$ cat src/rtl/fetch_pkg.sv
// Shared types and constants for the instruction fetch unit.
package fetch_pkg;

  localparam int unsigned PC_W    = 32;
  localparam int unsigned ENTRY_W = 64;
  localparam int unsigned INSTR_W = ENTRY_W - PC_W;

  localparam logic [PC_W-1:0]    DEFAULT_RESET_PC = 32'h0000_0000;
  localparam logic [INSTR_W-1:0] NOP_INSTR        = 32'h0000_0013;

  typedef enum logic [1:0] {
    ST_IDLE   = 2'd0,
    ST_RUN    = 2'd1,
    ST_HALTED = 2'd2
  } fetch_state_t;

  // One prefetch buffer entry: the fetch address and the word read there.
  typedef struct packed {
    logic [PC_W-1:0]    pc;
    logic [INSTR_W-1:0] instr;
  } fetch_entry_t;

endpackage

$ cat src/rtl/fetch_buffer.sv
// Small synchronous FIFO holding prefetched {pc, instr} entries.
module fetch_buffer
  import fetch_pkg::*;
#(
  parameter int unsigned DEPTH = 2
) (
  input  logic         clk,
  input  logic         rst_n,
  input  logic         push_i,
  input  logic         pop_i,
  input  logic         flush_i,
  input  fetch_entry_t wdata_i,
  output fetch_entry_t rdata_o,
  output logic         full_o,
  output logic         empty_o
);

  localparam int unsigned PTR_W = (DEPTH > 1) ? $clog2(DEPTH) : 1;
  localparam int unsigned CNT_W = $clog2(DEPTH + 1);

  fetch_entry_t     mem_q [DEPTH];
  logic [PTR_W-1:0] rd_ptr_q, rd_ptr_d;
  logic [PTR_W-1:0] wr_ptr_q, wr_ptr_d;
  logic [CNT_W-1:0] count_q, count_d;

  function automatic logic [PTR_W-1:0] ptr_inc(input logic [PTR_W-1:0] p);
    return (p == PTR_W'(DEPTH - 1)) ? '0 : p + PTR_W'(1);
  endfunction

  assign full_o  = (count_q == CNT_W'(DEPTH));
  assign empty_o = (count_q == '0);
  assign rdata_o = empty_o ? '0 : mem_q[rd_ptr_q];

  // Pointer and occupancy next-state; flush empties the FIFO outright.
  always_comb begin
    rd_ptr_d = rd_ptr_q;
    wr_ptr_d = wr_ptr_q;
    count_d  = count_q;
    if (flush_i) begin
      rd_ptr_d = '0;
      wr_ptr_d = '0;
      count_d  = '0;
    end else begin
      if (push_i) wr_ptr_d = ptr_inc(wr_ptr_q);
      if (pop_i)  rd_ptr_d = ptr_inc(rd_ptr_q);
      unique case ({push_i, pop_i})
        2'b10:   count_d = count_q + CNT_W'(1);
        2'b01:   count_d = count_q - CNT_W'(1);
        default: count_d = count_q;
      endcase
    end
  end

  // Pointer and occupancy registers.
  always_ff @(posedge clk) begin
    if (!rst_n) begin
      rd_ptr_q <= '0;
      wr_ptr_q <= '0;
      count_q  <= '0;
    end else begin
      rd_ptr_q <= rd_ptr_d;
      wr_ptr_q <= wr_ptr_d;
      count_q  <= count_d;
    end
  end

  // Entry storage; contents are only visible while non-empty, so no reset.
  // When full, push and pop share a slot: the popped head is overwritten.
  always_ff @(posedge clk) begin
    if (push_i && !flush_i) begin
      mem_q[wr_ptr_q] <= wdata_i;
    end
  end

endmodule

$ cat src/rtl/instr_fetch_unit.sv
// Instruction fetch unit: run/halt FSM, PC sequencing, redirect handling
// and a prefetch buffer towards decode.
module instr_fetch_unit
  import fetch_pkg::*;
#(
  parameter logic [31:0] RESET_PC  = DEFAULT_RESET_PC,
  parameter int unsigned BUF_DEPTH = 2
) (
  input  logic        clk,
  input  logic        rst_n,
  input  logic        start,
  input  logic        halt_req,
  input  logic        redirect,
  input  logic [31:0] redirect_target,
  output logic [31:0] imem_addr,
  input  logic [31:0] imem_rdata,
  output logic        out_valid,
  input  logic        out_ready,
  output logic [31:0] out_instr,
  output logic [31:0] out_pc,
  output logic        busy,
  output logic        misalign_err
);

  fetch_state_t state_q, state_d;
  logic [31:0]  pc_q, pc_d;
  logic         misalign_q, misalign_d;
  logic         push, pop;
  logic         buf_full, buf_empty;
  fetch_entry_t wr_entry, head;

  assign wr_entry     = '{pc: pc_q, instr: imem_rdata};
  assign imem_addr    = pc_q;
  assign out_valid    = !buf_empty;
  assign out_pc       = head.pc;
  assign out_instr    = head.instr;
  assign busy         = (state_q == ST_RUN);
  assign misalign_err = misalign_q;

  // Next state, PC and buffer strobes; a redirect freezes the FSM and
  // suppresses both push and pop for that cycle.
  always_comb begin
    state_d    = state_q;
    pc_d       = pc_q;
    misalign_d = misalign_q;
    push       = 1'b0;
    pop        = 1'b0;
    if (redirect) begin
      pc_d = {redirect_target[31:2], 2'b00};
      if (redirect_target[1:0] != 2'b00) misalign_d = 1'b1;
    end else begin
      pop  = !buf_empty && out_ready;
      push = (state_q == ST_RUN) && (!buf_full || pop);
      if (push) pc_d = pc_q + 32'd4;
      unique case (state_q)
        ST_IDLE:   if (start)    state_d = ST_RUN;
        ST_RUN:    if (halt_req) state_d = ST_HALTED;
        ST_HALTED: if (start)    state_d = ST_RUN;
        default:                 state_d = ST_IDLE;
      endcase
    end
  end

  // FSM, PC and sticky misalignment registers.
  always_ff @(posedge clk) begin
    if (!rst_n) begin
      state_q    <= ST_IDLE;
      pc_q       <= RESET_PC;
      misalign_q <= 1'b0;
    end else begin
      state_q    <= state_d;
      pc_q       <= pc_d;
      misalign_q <= misalign_d;
    end
  end

  fetch_buffer #(
    .DEPTH (BUF_DEPTH)
  ) u_buf (
    .clk     (clk),
    .rst_n   (rst_n),
    .push_i  (push),
    .pop_i   (pop),
    .flush_i (redirect),
    .wdata_i (wr_entry),
    .rdata_o (head),
    .full_o  (buf_full),
    .empty_o (buf_empty)
  );

endmodule

$ cat config.mk
export PLATFORM = sky130hd
export DESIGN_NAME = instr_fetch_unit
export DESIGN_NICKNAME = d
export VERILOG_FILES = /design/src/rtl/fetch_pkg.sv /design/src/rtl/fetch_buffer.sv /design/src/rtl/instr_fetch_unit.sv
export SDC_FILE = /design/constraint.sdc
export NUM_CORES = 1
export LEC_CHECK = 0
export BUFFER_PORTS_ARGS = -buffer_cell sky130_fd_sc_hd__clkbuf_2
export CORE_AREA = 3 3 171 173
export CTS_BUF_LIST = sky130_fd_sc_hd__clkbuf_4 sky130_fd_sc_hd__clkbuf_8
export CTS_CLUSTER_SIZE = 25
export DETAILED_ROUTE_END_ITERATION = 6
export DIE_AREA = 0 0 174 176
export SYNTH_ARGS = -nofsm -noshare
export SYNTH_HDL_FRONTEND = slang
export SYNTH_SLANG_ARGS = --single-unit
$ cat constraint.sdc
create_clock -name clk -period 11.5 [get_ports clk]
set_input_delay 0.575 -clock clk [delete_from_list [all_inputs] [get_ports clk]]
set_output_delay 0.575 -clock clk [all_outputs]
set_load 0.01 [all_outputs]
Yosys cells after proc, flatten, opt, wreduce, memory -nomap -nowiden
Memories as Yosys holds them, arrays and structs flattened. A register that Yosys moved wholly into a read port is not among the register bits.
Cells that the tools add are included.
{ "totals": {"ram_bits": 128, "n_memories": 1, "ff_bits": 39, "elab_cells": 53, "output_inout_bits": 99} }
{ "op_classes": {"addsub": 5, "eq_ne": 7, "n_mux": 15, "n_bitwise": 2, "reduce_logical": 16} }
{ "memory_table": {"columns": ["name", "depth", "width", "rd", "rd_ports_with_merged_regs", "wr", "line_no", "source"], "rows": [
  ["u_buf.mem_q", 2, 64, 1, 1, 1, "fetch_buffer.sv:21", "fetch_entry_t mem_q [DEPTH];"]
]} }
{ "op_table": {"columns": ["op", "count"], "rows": [
  ["$mux W32", 2],
  ["$mux W64", 1],
  ["$add A32 B3 Y32 const B", 1],
  ["$mux W1", 8],
  ["$pmux W2 S2", 2],
  ["$eq A2 B2 Y1 const B", 3],
  ["$reduce_bool A2 Y1", 3],
  ["$eq A2 B1 Y1 const B", 2],
  ["$logic_not A2 Y1", 2],
  ["$mux W2", 2],
  ["$reduce_or A2 Y1", 2],
  ["$logic_and A1 B1 Y1", 3],
  ["$logic_not A1 Y1", 3],
  ["$reduce_and A3 Y1", 1],
  ["$add A1 B1 Y1 const B", 2],
  ["$add A2 B1 Y2 const B", 1],
  ["$ne A2 B1 Y1 const B", 1],
  ["$ne A2 B2 Y1 const B", 1],
  ["$not A1 Y1", 2],
  ["$reduce_and A2 Y1", 1],
  ["$sub A2 B1 Y2 const B", 1],
  ["$logic_or A1 B1 Y1", 1]
]} }

Longest topological paths before layout
Gate-level depths: netlist (run 1).
{ "depth": {"word_depth": 9, "mapped_depth": 8, "ltp_nobuf": 8} }

By module
Synthesis (run 1) repeated with hierarchy kept, for this count alone.
{ "hier_totals": {"cells_unflattened": 571, "area_unflattened_um2": 7159.4} }
{ "modules_own_cells": {"columns": ["mod", "cells_each", "area_per_inst_um2", "seq_area_each_um2", "n_inst"], "rows": [
  ["fetch_buffer", 294, 5022.3, 3943.8, 1],
  ["instr_fetch_unit", 277, 2137.0, 660.6, 1]
]} }

Least setup slack after synthesis (run 1)
OpenSTA, ideal clock, no wires.
{ "synth_path": {"path_kind": "input -> register", "from": "in out_ready", "to": "mem u_buf.mem_q[0][0] (netlist bit) (enable)", "slack_ns": 7.060, "cell_stages": 5, "arrival_time_ns": 3.958, "n_path_buf": 1, "cell_sequence": "nor3b_1 > clkbuf_1 > nor2_1 > nand2_1 > nor2_1"} }
{ "synth_via": {"elab_chain_len": 7} }
{ "synth_lines": {"columns": ["item", "line_no", "source"], "rows": [
  ["start: declaration", "instr_fetch_unit.sv:18", "input logic out_ready,"],
  ["$logic_and A1 B1 Y1", "instr_fetch_unit.sv:52", "pop = !buf_empty && out_ready;"],
  ["$logic_or A1 B1 Y1", "instr_fetch_unit.sv:53", "push = (state_q == ST_RUN) && (!buf_full || pop);"],
  ["$logic_and A1 B1 Y1", "instr_fetch_unit.sv:53", null],
  ["$mux W1", "instr_fetch_unit.sv:48", "if (redirect) begin"],
  ["$logic_and A1 B1 Y1", "fetch_buffer.sv:70", "if (push_i && !flush_i) begin"],
  ["$mux W1", "fetch_buffer.sv:70", null],
  ["$mux W1 (not written as such)", "fetch_buffer.sv:71", "mem_q[wr_ptr_q] <= wdata_i;"],
  ["end: declaration", "fetch_buffer.sv:21", null]
]} }
No other way between the ends.

Worst setup path in the final report (run 1)
{ "layout_path": {"from": "reg u_buf.count_q[0]", "to": "mem u_buf.mem_q[0][13] (netlist bit) (enable)"} }
{ "layout_via": {"elab_chain_len": 9, "elab_cells_between_ends": 11} }
{ "layout_lines": {"columns": ["item", "line_no", "source"], "rows": [
  ["start: declaration", "fetch_buffer.sv:24", "logic [CNT_W-1:0] count_q, count_d;"],
  ["start signal: assignment", "fetch_buffer.sv:63", "count_q <= count_d;"],
  ["$logic_not A2 Y1", "fetch_buffer.sv:31", "assign empty_o = (count_q == '0);"],
  ["$logic_not A1 Y1", "instr_fetch_unit.sv:52", null],
  ["$logic_and A1 B1 Y1", "instr_fetch_unit.sv:52", null],
  ["$logic_or A1 B1 Y1 *", "instr_fetch_unit.sv:53", null],
  ["$logic_and A1 B1 Y1 *", "instr_fetch_unit.sv:53", null],
  ["$mux W1 *", "instr_fetch_unit.sv:48", null],
  ["$logic_and A1 B1 Y1 *", "fetch_buffer.sv:70", null],
  ["$mux W1 *", "fetch_buffer.sv:70", null],
  ["$mux W1 (not written as such) *", "fetch_buffer.sv:71", null]
]} }
Every way passes the cells marked *; elsewhere a longest branch is shown, timed or not.

==> reports/results.ini, run 1 <==
[outcome]
status = finished, final reports clean

[clock_network]
cts_buffer_depth = 2
clkTransAtPathRegs_ps = 90
clock_latency_ps = 450
postCtsResizedCells = 0
post_cts_buffers = 0
tritoncts = yes
clock_sinks = 162
clockRootBuffer = clkbuf_8
h-tree-depth = 4
numCtsBuffers = 17
ctsHoldBuffers = 0

[critical_path]
cp-start-kind = flop
endpoint_kind = flop
critPathKind = flop to flop
r2r-start = u_buf.count_q[0]
r2r_cells = 6
crit_arrival_ps = 3210
worstPathRequired_ps = 11580
timing.rr.end = u_buf.mem_q[0][13]
r2r_slack_ps = 8360
crit_fanout = 44

[sta]
fin_crit_ps = 3137
maxSlewViolCount = 0
tns_ps = 0
worst_pin_slew_ps = 1187
max_freq_mhz = 318.8
slew_headroom = 0.2087
whs_ps = 314.5
fin_crit_sh = 0.2728
setup_viol = 0
clock_skew_ps = 16.26
rsz0062_at_grt = false
hold_viol_final = 0

[grt]
grt_max_degree = 64
grt_pass1_vias = 4771
met1_usage = 0.1569
overflow = 0
grt.met3_usage = 0.03226
antenna_found_initial = 0
grt_pass1_wl_um = 27870
met2_usage = 0.1894
top_usage_layer = met2
grt_use_total = 0.1186

[yosys]
synth_xor_area_frac = 0.01395
ys_ff_latch = 162
synth_edf_count = 124
synthCells = 550
synth_ff_type = edfxtp_1
syn_avg_cell_area_um2 = 12.56
synth_compound_gate_area_share = 0.07029
ys_warn_count = 0
yosysSeqAreaShare = 0.6493
synth-simple-area-share = 0.1429
synth_mux_area_frac = 0.09275
async_reset_ff_frac = 0
synth.distinct_cells = 48
synth-adder-area-share = 0.003623
synthesis.area_mm2 = 0.006907
synth_top_family_by_area = simple AND/OR/NAND/NOR gates

[route]
drt_iter0_drc = 268
drt-total-wl_um = 18180
vias = 4932
vias_per_cell = 4.496
wl_per_cell_um = 16.57
dr.pass1.iters = 5
ant_nets = 0
drc = 0

[hold_path]
worstHoldStart = imem_rdata[14]
min_path_type = primary input to flop
hold_depth = 1
hold_end = u_buf.mem_q[0][14]

[power_and_ir_drop]
p_per_area_mw_per_mm2 = 138.5
finalPower_w = 0.001180
ir_drop_mv = 0.06142
leakagePower_nw = 2.988

[placed_design]
port_buffers = 164
gp_congestion = 0.7955
dp_hpwl_um = 12370
dp.cells = 1065

[run]
cap_violations = 0

[floorplan]
start_util = 0.2486
die_w_um = 174
num_io_pins = 169
die_h_um = 176
rows = 61
core_mm2 = 0.02778
die_area_mm2 = 0.03062

[layout]
antenna_cells = 0
drive_gt1_frac = 0.2921
layout_common_cells = clkbuf_2 (164), edfxtp_1 (124), nor2_1 (82)
area_growth_pct = 23.42
fillers = 2886
layout_commonest_cell = clkbuf_2
fin_util = 0.3068
final_nets = 778
final_cells = 1097

-- worst max-delay path: stages, from the launching register on --
cell and delay, ps:
dfxtp_1 480, nor3b_1 110, buf_4 190, nor2_1 570
nand2_1 240, nor2_4 500, buf_4 610
-- cell usage after synthesis (3+ instances only) --
master	n	area, um^2
a211oi_1	6	45.04
nand2_1	17	63.81
o21ai_0	32	160.2
a32oi_1	3	26.28
a21oi_1	9	45.04
dfxtp_1	38	760.7
and4_1	9	78.83
or4_1	8	60.06
xnor2_1	5	43.79
buf_4	4	30.03
clkbuf_1	29	108.9
edfxtp_1	124	3724
a311oi_1	3	26.28
a31oi_1	8	50.05
o31ai_1	4	30.03
mux2i_1	64	640.6
nand4_1	12	75.07
xor2_1	6	52.55
or3b_2	3	26.28
a21boi_0	3	22.52
nor3_1	5	25.02
nor2_1	84	315.3
nand3_1	17	85.08
inv_1	5	18.77
or3_1	5	31.28
nor4_1	9	56.30
and3_1	5	31.28
-- registers in the layout, summed over array words and instances, names as in the netlist, named ones only --
name and cells:
u_buf.mem_q 124, u_buf.wr_ptr_q 1, u_buf.rd_ptr_q 1, u_buf.count_q 2, imem_addr 30, state_q 2, misalign_err 1
-- where the power goes --
part	total, W	internal, W	switching (W)
clock network	0.000438	0.000230	0.000209
logic	0.0000745	0.0000303	0.0000442
registers	0.000668	0.000646	0.0000214
total	0.00118	0.000906	0.000274
-- worst max path at each step --
stage	startpoint	end	slack, ps	depth (start not counted)
6_report	u_buf.count_q[0]	u_buf.mem_q[0][13]	8360	6
5_1_grt	u_buf.count_q[0]	u_buf.mem_q[0][16]	8180	6
4_1_cts	u_buf.count_q[0]	u_buf.mem_q[0][13]	8320	6
3_5_place_dp	out_ready	u_buf.mem_q[0][36]	8160	7
3_3_place_gp	out_ready	u_buf.mem_q[0][36]	8250	7
2_1_floorplan	out_ready	u_buf.mem_q[0][0]	7060	5
-- final cells by class --
type                            count  area (um^2)  area share
Sequential cell                   162         4488      0.5265
Multi-Input combinational cell    350         2270      0.2663
Timing Repair Buffer              169        858.3      0.1007
Tap cell                          378        473.0     0.05548
Clock buffer                       23        279.0     0.03273
Clock inverter                      9        133.9     0.01571
Inverter                            6        22.52    0.002642
-- metrics by stage --
stage / setup WS (ps) / cell area (um^2)
CTS: 8324 / 8524
detailed placement: 8159 / 8112
global placement: 8254 / 8112
finish: 8363 / 8524
floorplan: 7060 / 6918
global route: 8181 / 8524
-- cells by family after synthesis --
kind of cell	count (synthesis)
xor gates and xnor gates	11
DFF	162
muxes	64
adders and majority gates	2
AOI/OAI and AO/OA	77
other	1
and+or+nand+nor	192
buffers and inverters	41
-- metal layers --
layer | vias to the layer above | part of all wire
met4 | 0 | 0.017
met2 | 166 | 0.47
met3 | 22 | 0.060
met5 | - | 0
li1 | 2393 | -
met1 | 2351 | 0.45
(Power assumes the default switching activity.)
==> inputs of run 2 (changes only) <==
==> constraint.sdc (replaced) <==
create_clock -name clk -period 3.24 [get_ports clk]
set_input_delay 0.162 -clock clk [delete_from_list [all_inputs] [get_ports clk]]
set_output_delay 0.162 -clock clk [all_outputs]
set_load 0.01 [all_outputs]
==> reports/results.ini, run 2 (synthesis gave the netlist of run 1 again) <==
[sta]
fin_ws_ps = 975.1  ; was 8363 ps
fin_crit_sh = 0.6990  ; was 0.2728
tns_ps = 0  ; unchanged
clock_skew_ps = 18.06  ; was 16.26 ps
maxSlewViolCount = 0  ; unchanged
fin_crit_ps = 2265  ; was 3137 ps
rsz0062_at_grt = false  ; unchanged
setup_viol = 0  ; unchanged
max_freq_mhz = 441.5  ; was 318.8 MHz
worst_pin_slew_ps = 773.3  ; was 1187 ps
hold_viol_final = 0  ; unchanged
slew_headroom = 0.4845  ; was 0.2087

[floorplan]
num_io_pins = 169  ; unchanged
die_area_mm2 = 0.03062  ; unchanged
start_util = 0.2486  ; unchanged
core_mm2 = 0.02778  ; unchanged
die_h_um = 176  ; unchanged
rows = 61  ; unchanged
die_w_um = 174  ; unchanged

[layout]
final_nets = 835  ; was 778
area_growth_pct = 31.41  ; was 23.42%
layout_common_cells = clkbuf_2 (164), edfxtp_1 (124), nor2_1 (82)  ; unchanged
drive_gt1_frac = 0.2822  ; was 0.2921
final_cell_area_mm2 = 0.009076  ; was 0.008524 mm^2
fillers = 2889  ; was 2886
antenna_cells = 0  ; unchanged
largest_reg_flops = 124  ; unchanged
layout_commonest_cell = clkbuf_2  ; unchanged
multi_input_area_mm2 = 0.002270  ; unchanged
max_flop_register = u_buf.mem_q  ; unchanged
seqCellArea_mm2 = 0.004488  ; unchanged

[critical_path]
r2r_cells = 4  ; was 6
critPathKind = flop to flop  ; unchanged
cp-startpoint = imem_addr[11]  ; was u_buf.count_q[0]
worstPathRequired_ps = 3620  ; was 11580 ps
endpoint_kind = flop  ; unchanged
cp-endpoint = imem_addr[30]  ; was u_buf.mem_q[0][13]
r2r-start = imem_addr[11]  ; was u_buf.count_q[0]
cp-start-kind = flop  ; unchanged
crit_arrival_ps = 2650  ; was 3210 ps
crit_fanout = 11  ; was 44
r2r_slack_ps = 980  ; was 8360 ps
timing.rr.end = imem_addr[30]  ; was u_buf.mem_q[0][13]

[power_and_ir_drop]
power.switching_w = 0.001035  ; was 0.0002742 W
clkPwrFrac = 0.351  ; was 0.371
p_int_w = 0.003104  ; was 0.0009061 W
p_comb_frac = 0.078  ; was 0.063
power_frac_seq = 0.571  ; was 0.566
finalPower_w = 0.004139  ; was 0.001180 W
leakagePower_nw = 3.232  ; was 2.988 nW
ir_drop_mv = 0.2026  ; was 0.06142 mV
switching_share = 0.2501  ; was 0.2323
p_per_area_mw_per_mm2 = 456.1  ; was 138.5 mW/mm^2

[grt]
grt_pass1_wl_um = 29350  ; was 27870 um
overflow = 0  ; unchanged
grt_max_degree = 46  ; was 64
grt_use_total = 0.1244  ; was 0.1186
grt_pass1_vias = 5083  ; was 4771
antenna_found_initial = 0  ; unchanged

[outcome]
status = finished, final reports clean  ; unchanged

[clock_network]
tritoncts = yes  ; unchanged
clockRootBuffer = clkbuf_8  ; unchanged
clock_latency_ps = 450  ; about the same
h-tree-depth = 4  ; unchanged
clkTransAtPathRegs_ps = 90  ; about the same
cts_buffer_depth = 2  ; unchanged
post_cts_buffers = 0  ; unchanged
numCtsBuffers = 17  ; unchanged
postCtsResizedCells = 0  ; unchanged
clock_sinks = 162  ; unchanged

[run]
cap_violations = 0  ; unchanged

[route]
dr.pass1.iters = 4  ; was 5
drt_iter0_drc = 284  ; was 268
ant_nets = 0  ; unchanged
drc = 0  ; unchanged
vias_per_cell = 4.429  ; was 4.496
drt-total-wl_um = 19370  ; was 18180 um
wl_per_cell_um = 16.79  ; was 16.57 um
vias = 5111  ; was 4932

[placed_design]
place_area_mm2 = 0.008197  ; was 0.008112 mm^2
gp_congestion = 0.7993  ; was 0.7955
dp_hpwl_um = 13320  ; was 12370 um
post-place-ws_ps = 1021  ; was 8159 ps
port_buffers = 164  ; unchanged

[hold_path]
min_path_type = primary input to flop  ; unchanged

[run 2: power groups by stage]
| stage | clock [W] | combinational (W) | sequential [W] |
|---|---|---|---|
| 2_1_floorplan | 0 | 0.000131 | 0.00240 |
| 3_3_place_gp | 0 | 0.000277 | 0.00241 |
| 3_5_place_dp | 0 | 0.000278 | 0.00241 |
| 4_1_cts | 0.00151 | 0.000327 | 0.00237 |
| 5_1_grt | 0.00159 | 0.000355 | 0.00238 |
| 6_report | 0.00145 | 0.000321 | 0.00236 |
[run 2: repair_timing]
action                                  CTS  global route
endpoints found under the setup margin    0             0
hold endpoints to repair                 80             0
hold buffers                             49             0
[run 2: worst min path at each step]
stage,end,from,depth (start not counted),slack [ps]
2_1_floorplan,u_buf.mem_q[0][0],imem_rdata[0],0,260
3_3_place_gp,u_buf.mem_q[0][26],imem_rdata[26],1,350
3_5_place_dp,u_buf.mem_q[0][13],imem_rdata[13],1,360
4_1_cts,imem_addr[18],redirect_target[18],3,1
5_1_grt,imem_addr[18],redirect_target[18],3,20
6_report,imem_addr[18],redirect_target[18],3,40
[run 2: per-layer routing]
layer	wire length, um	track usage	vias to the layer above	part of all wire
met2	9296	0.2074	147	0.48
met5	0	0	-	0
met4	342	0.04256	0	0.018
li1	-	-	2502	-
met3	981	0.03032	20	0.051
met1	8752	0.1585	2442	0.45
[run 2: cell type report]
class,instances,area share
inverter,6,0.002481
timing repair buffer,226,0.1580
clock inverter,13,0.01406
sequential,162,0.4945
clock buffer,19,0.02881
tap,378,0.05211
multi-input combinational,350,0.2501
[run 2: worst max-delay path, stage by stage, from the launching register on]
cell and delay [ps]:
dfxtp_1 500, nand4_1 270, or4_1 780, or4_1 560, nand3_1 90
[run 2: through the flow]
step	hold slack, ps	utilization	std cells
2_1_floorplan	260.9	-	553
3_3_place_gp	352.8	0.2950	1073
6_report	38.14	0.3267	1154
5_1_grt	24.57	0.3267	1154
3_5_place_dp	356.0	0.2950	1073
4_1_cts	1.351	0.3267	1154
==> inputs of run 3 (changes only) <==
==> constraint.sdc (replaced) <==
create_clock -name clk -period 1.9 [get_ports clk]
set_input_delay 0.095 -clock clk [delete_from_list [all_inputs] [get_ports clk]]
set_output_delay 0.095 -clock clk [all_outputs]
set_load 0.01 [all_outputs]
==> reports/results.ini, run 3 (synthesis gave the netlist of run 1 again) <==
[power_and_ir_drop]
p_per_area_mw_per_mm2 = 743.7  ; was 456.1 mW/mm^2
ir_drop_mv = 0.4284  ; was 0.2026 mV
leakagePower_nw = 3.589  ; was 3.232 nW

[sta]
slew_headroom = 0.6628  ; was 0.4845
fin_crit_sh = 1.024  ; was 0.6990
max_freq_mhz = 513.8  ; was 441.5 MHz
setup_viol = 3  ; was 0
fin_crit_ps = 1946  ; was 2265 ps
whs_ps = 44.19  ; was 38.14 ps
maxSlewViolCount = 0  ; unchanged
clock_skew_ps = 12.34  ; was 18.06 ps
tns_ps = -97.85  ; was 0 ps
fin_ws_ps = -46.47  ; was 975.1 ps
hold_viol_final = 0  ; unchanged
worst_pin_slew_ps = 498.8  ; was 773.3 ps
rsz0062_at_grt = true  ; was false

[floorplan]
die_w_um = 174  ; unchanged
num_io_pins = 169  ; unchanged
rows = 61  ; unchanged
die_h_um = 176  ; unchanged
die_area_mm2 = 0.03062  ; unchanged
start_util = 0.2486  ; unchanged
core_mm2 = 0.02778  ; unchanged

[critical_path]
cp-start-kind = flop  ; unchanged
worstPathRequired_ps = 2270  ; was 3620 ps
r2r-start = imem_addr[11]  ; unchanged
crit_fanout = 6  ; was 11
timing.rr.end = imem_addr[18]  ; was imem_addr[30]
crit_arrival_ps = 2320  ; was 2650 ps
crit_slowest_cell = or4_4  ; was or4_1
r2r_cells = 5  ; was 4
critPathKind = flop to flop  ; unchanged
max_stage_delay_ps = 600  ; was 780 ps
endpoint_kind = flop  ; unchanged
path_cells = nand4_1, or4_4, buf_4, or3_1, a31oi_1  ; was nand4_1, or4_1, or4_1, nand3_1
r2r_slack_ps = -50  ; was 980 ps

[outcome]
status = complete, but fails checks  ; was finished, final reports clean
violations = setup timing

[layout]
layout_commonest_cell = clkbuf_2  ; unchanged
final_nets = 898  ; was 835
area_growth_pct = 41.25  ; was 31.41%
fin_util = 0.3512  ; was 0.3267
fillers = 2820  ; was 2889
largest_reg_flops = 124  ; unchanged
drive_gt1_frac = 0.3516  ; was 0.2822
max_flop_register = u_buf.mem_q  ; unchanged
seqCellArea_mm2 = 0.004514  ; was 0.004488 mm^2
multi_input_area_mm2 = 0.002359  ; was 0.002270 mm^2
antenna_cells = 0  ; unchanged
final_cells = 1217  ; was 1154
layout_common_cells = clkbuf_2 (164), edfxtp_1 (124), nor2_1 (81)  ; was clkbuf_2 (164), edfxtp_1 (124), nor2_1 (82)

[clock_network]
clock_latency_ps = 440  ; was 450 ps
h-tree-depth = 4  ; unchanged
cts_buffer_depth = 2  ; unchanged
numCtsBuffers = 17  ; unchanged
tritoncts = yes  ; unchanged
clock_sinks = 162  ; unchanged
clockRootBuffer = clkbuf_8  ; unchanged
clkTransAtPathRegs_ps = 100  ; was 90 ps

[grt]
grt.met3_usage = 0.03032  ; unchanged
grt_max_degree = 63  ; was 46
grt_use_total = 0.1330  ; was 0.1244
overflow = 0  ; unchanged
met2_usage = 0.2231  ; was 0.2074
grt_pass1_vias = 5439  ; was 5083
antenna_found_initial = 0  ; unchanged
grt_pass1_wl_um = 31410  ; was 29350 um
met1_usage = 0.1743  ; was 0.1585
top_usage_layer = met2  ; unchanged

[route]
drt-total-wl_um = 20520  ; was 19370 um
vias = 5450  ; was 5111
drt_iter0_drc = 359  ; was 284
drc = 0  ; unchanged
ant_nets = 0  ; unchanged
wl_per_cell_um = 16.86  ; was 16.79 um
dr.pass1.iters = 5  ; was 4
vias_per_cell = 4.478  ; was 4.429

[placed_design]
gp_congestion = 0.8413  ; was 0.7993
port_buffers = 164  ; unchanged
dp.cells = 1116  ; was 1073
dp_hpwl_um = 13890  ; was 13320 um

[hold_path]
worstHoldStart = redirect_target[23]  ; was redirect_target[18]
min_path_type = primary input to flop  ; unchanged
hold_end = imem_addr[23]  ; was imem_addr[18]
hold_depth = 3  ; unchanged

[run]
cap_violations = 0  ; unchanged

-- run 3: worst max-delay path, delay by kind of cell, from the launching register on --
family	cells	cell delay, ps
and+or+nand+nor	3	1190
buffers and inverters	1	150
DFF	1	350
AOI/OAI and AO/OA	1	170
-- run 3: layout make-up --
class	count	share of cell area
Clock buffer	17	0.02398
Multi-Input combinational cell	351	0.2418
Timing Repair Buffer	288	0.2044
Clock inverter	15	0.01603
Tap cell	378	0.04848
Sequential cell	162	0.4627
Inverter	6	0.002565
-- run 3: per-stage QoR --
step / setup WS (ps) / power [W] / instance area (um^2)
global placement: 21.45 / 0.004661 / 8607
detailed placement: -7.688 / 0.004670 / 8607
finish: -46.47 / 0.007256 / 9756
global route: -122.8 / 0.007580 / 9756
floorplan: -385.1 / 0.004325 / 6997
CTS: -1.635 / 0.007363 / 9627
-- run 3: power by group --
part	internal, W	switching, W
logic	0.000337	0.000389
clock network	0.00118	0.00138
registers	0.00391	0.0000536
total	0.00543	0.00182
-- run 3: what timing repair did --
action                     in CTS  in global routing
gates resized for setup         3                 13
gates cloned                    0                  1
hold endpoints to repair       92                  0
hold buffers                   61                  0
pin swaps                       1                 11
setup endpoints to repair       5                 29
buffers inserted                1                  6
-- run 3: worst max-delay path by stage --
stage	start	endpoint	slack, ps	cells past startpoint
after global placement	imem_addr[10]	imem_addr[30]	20	4
after detailed placement	imem_addr[7]	imem_addr[29]	-8	4
final	imem_addr[11]	imem_addr[18]	-50	5
after CTS	flop	out_pc[31]	-2	4
after global routing	imem_addr[8]	imem_addr[18]	-120	6
after floorplan	u_buf.count_q[1]	u_buf.mem_q[0][0]	-390	5
-- run 3: metal layers --
metal	up-vias	wire length [um]
met1	2636	9342
li1	2627	-
met5	-	0
met2	173	9836
met3	14	1087
met4	0	251
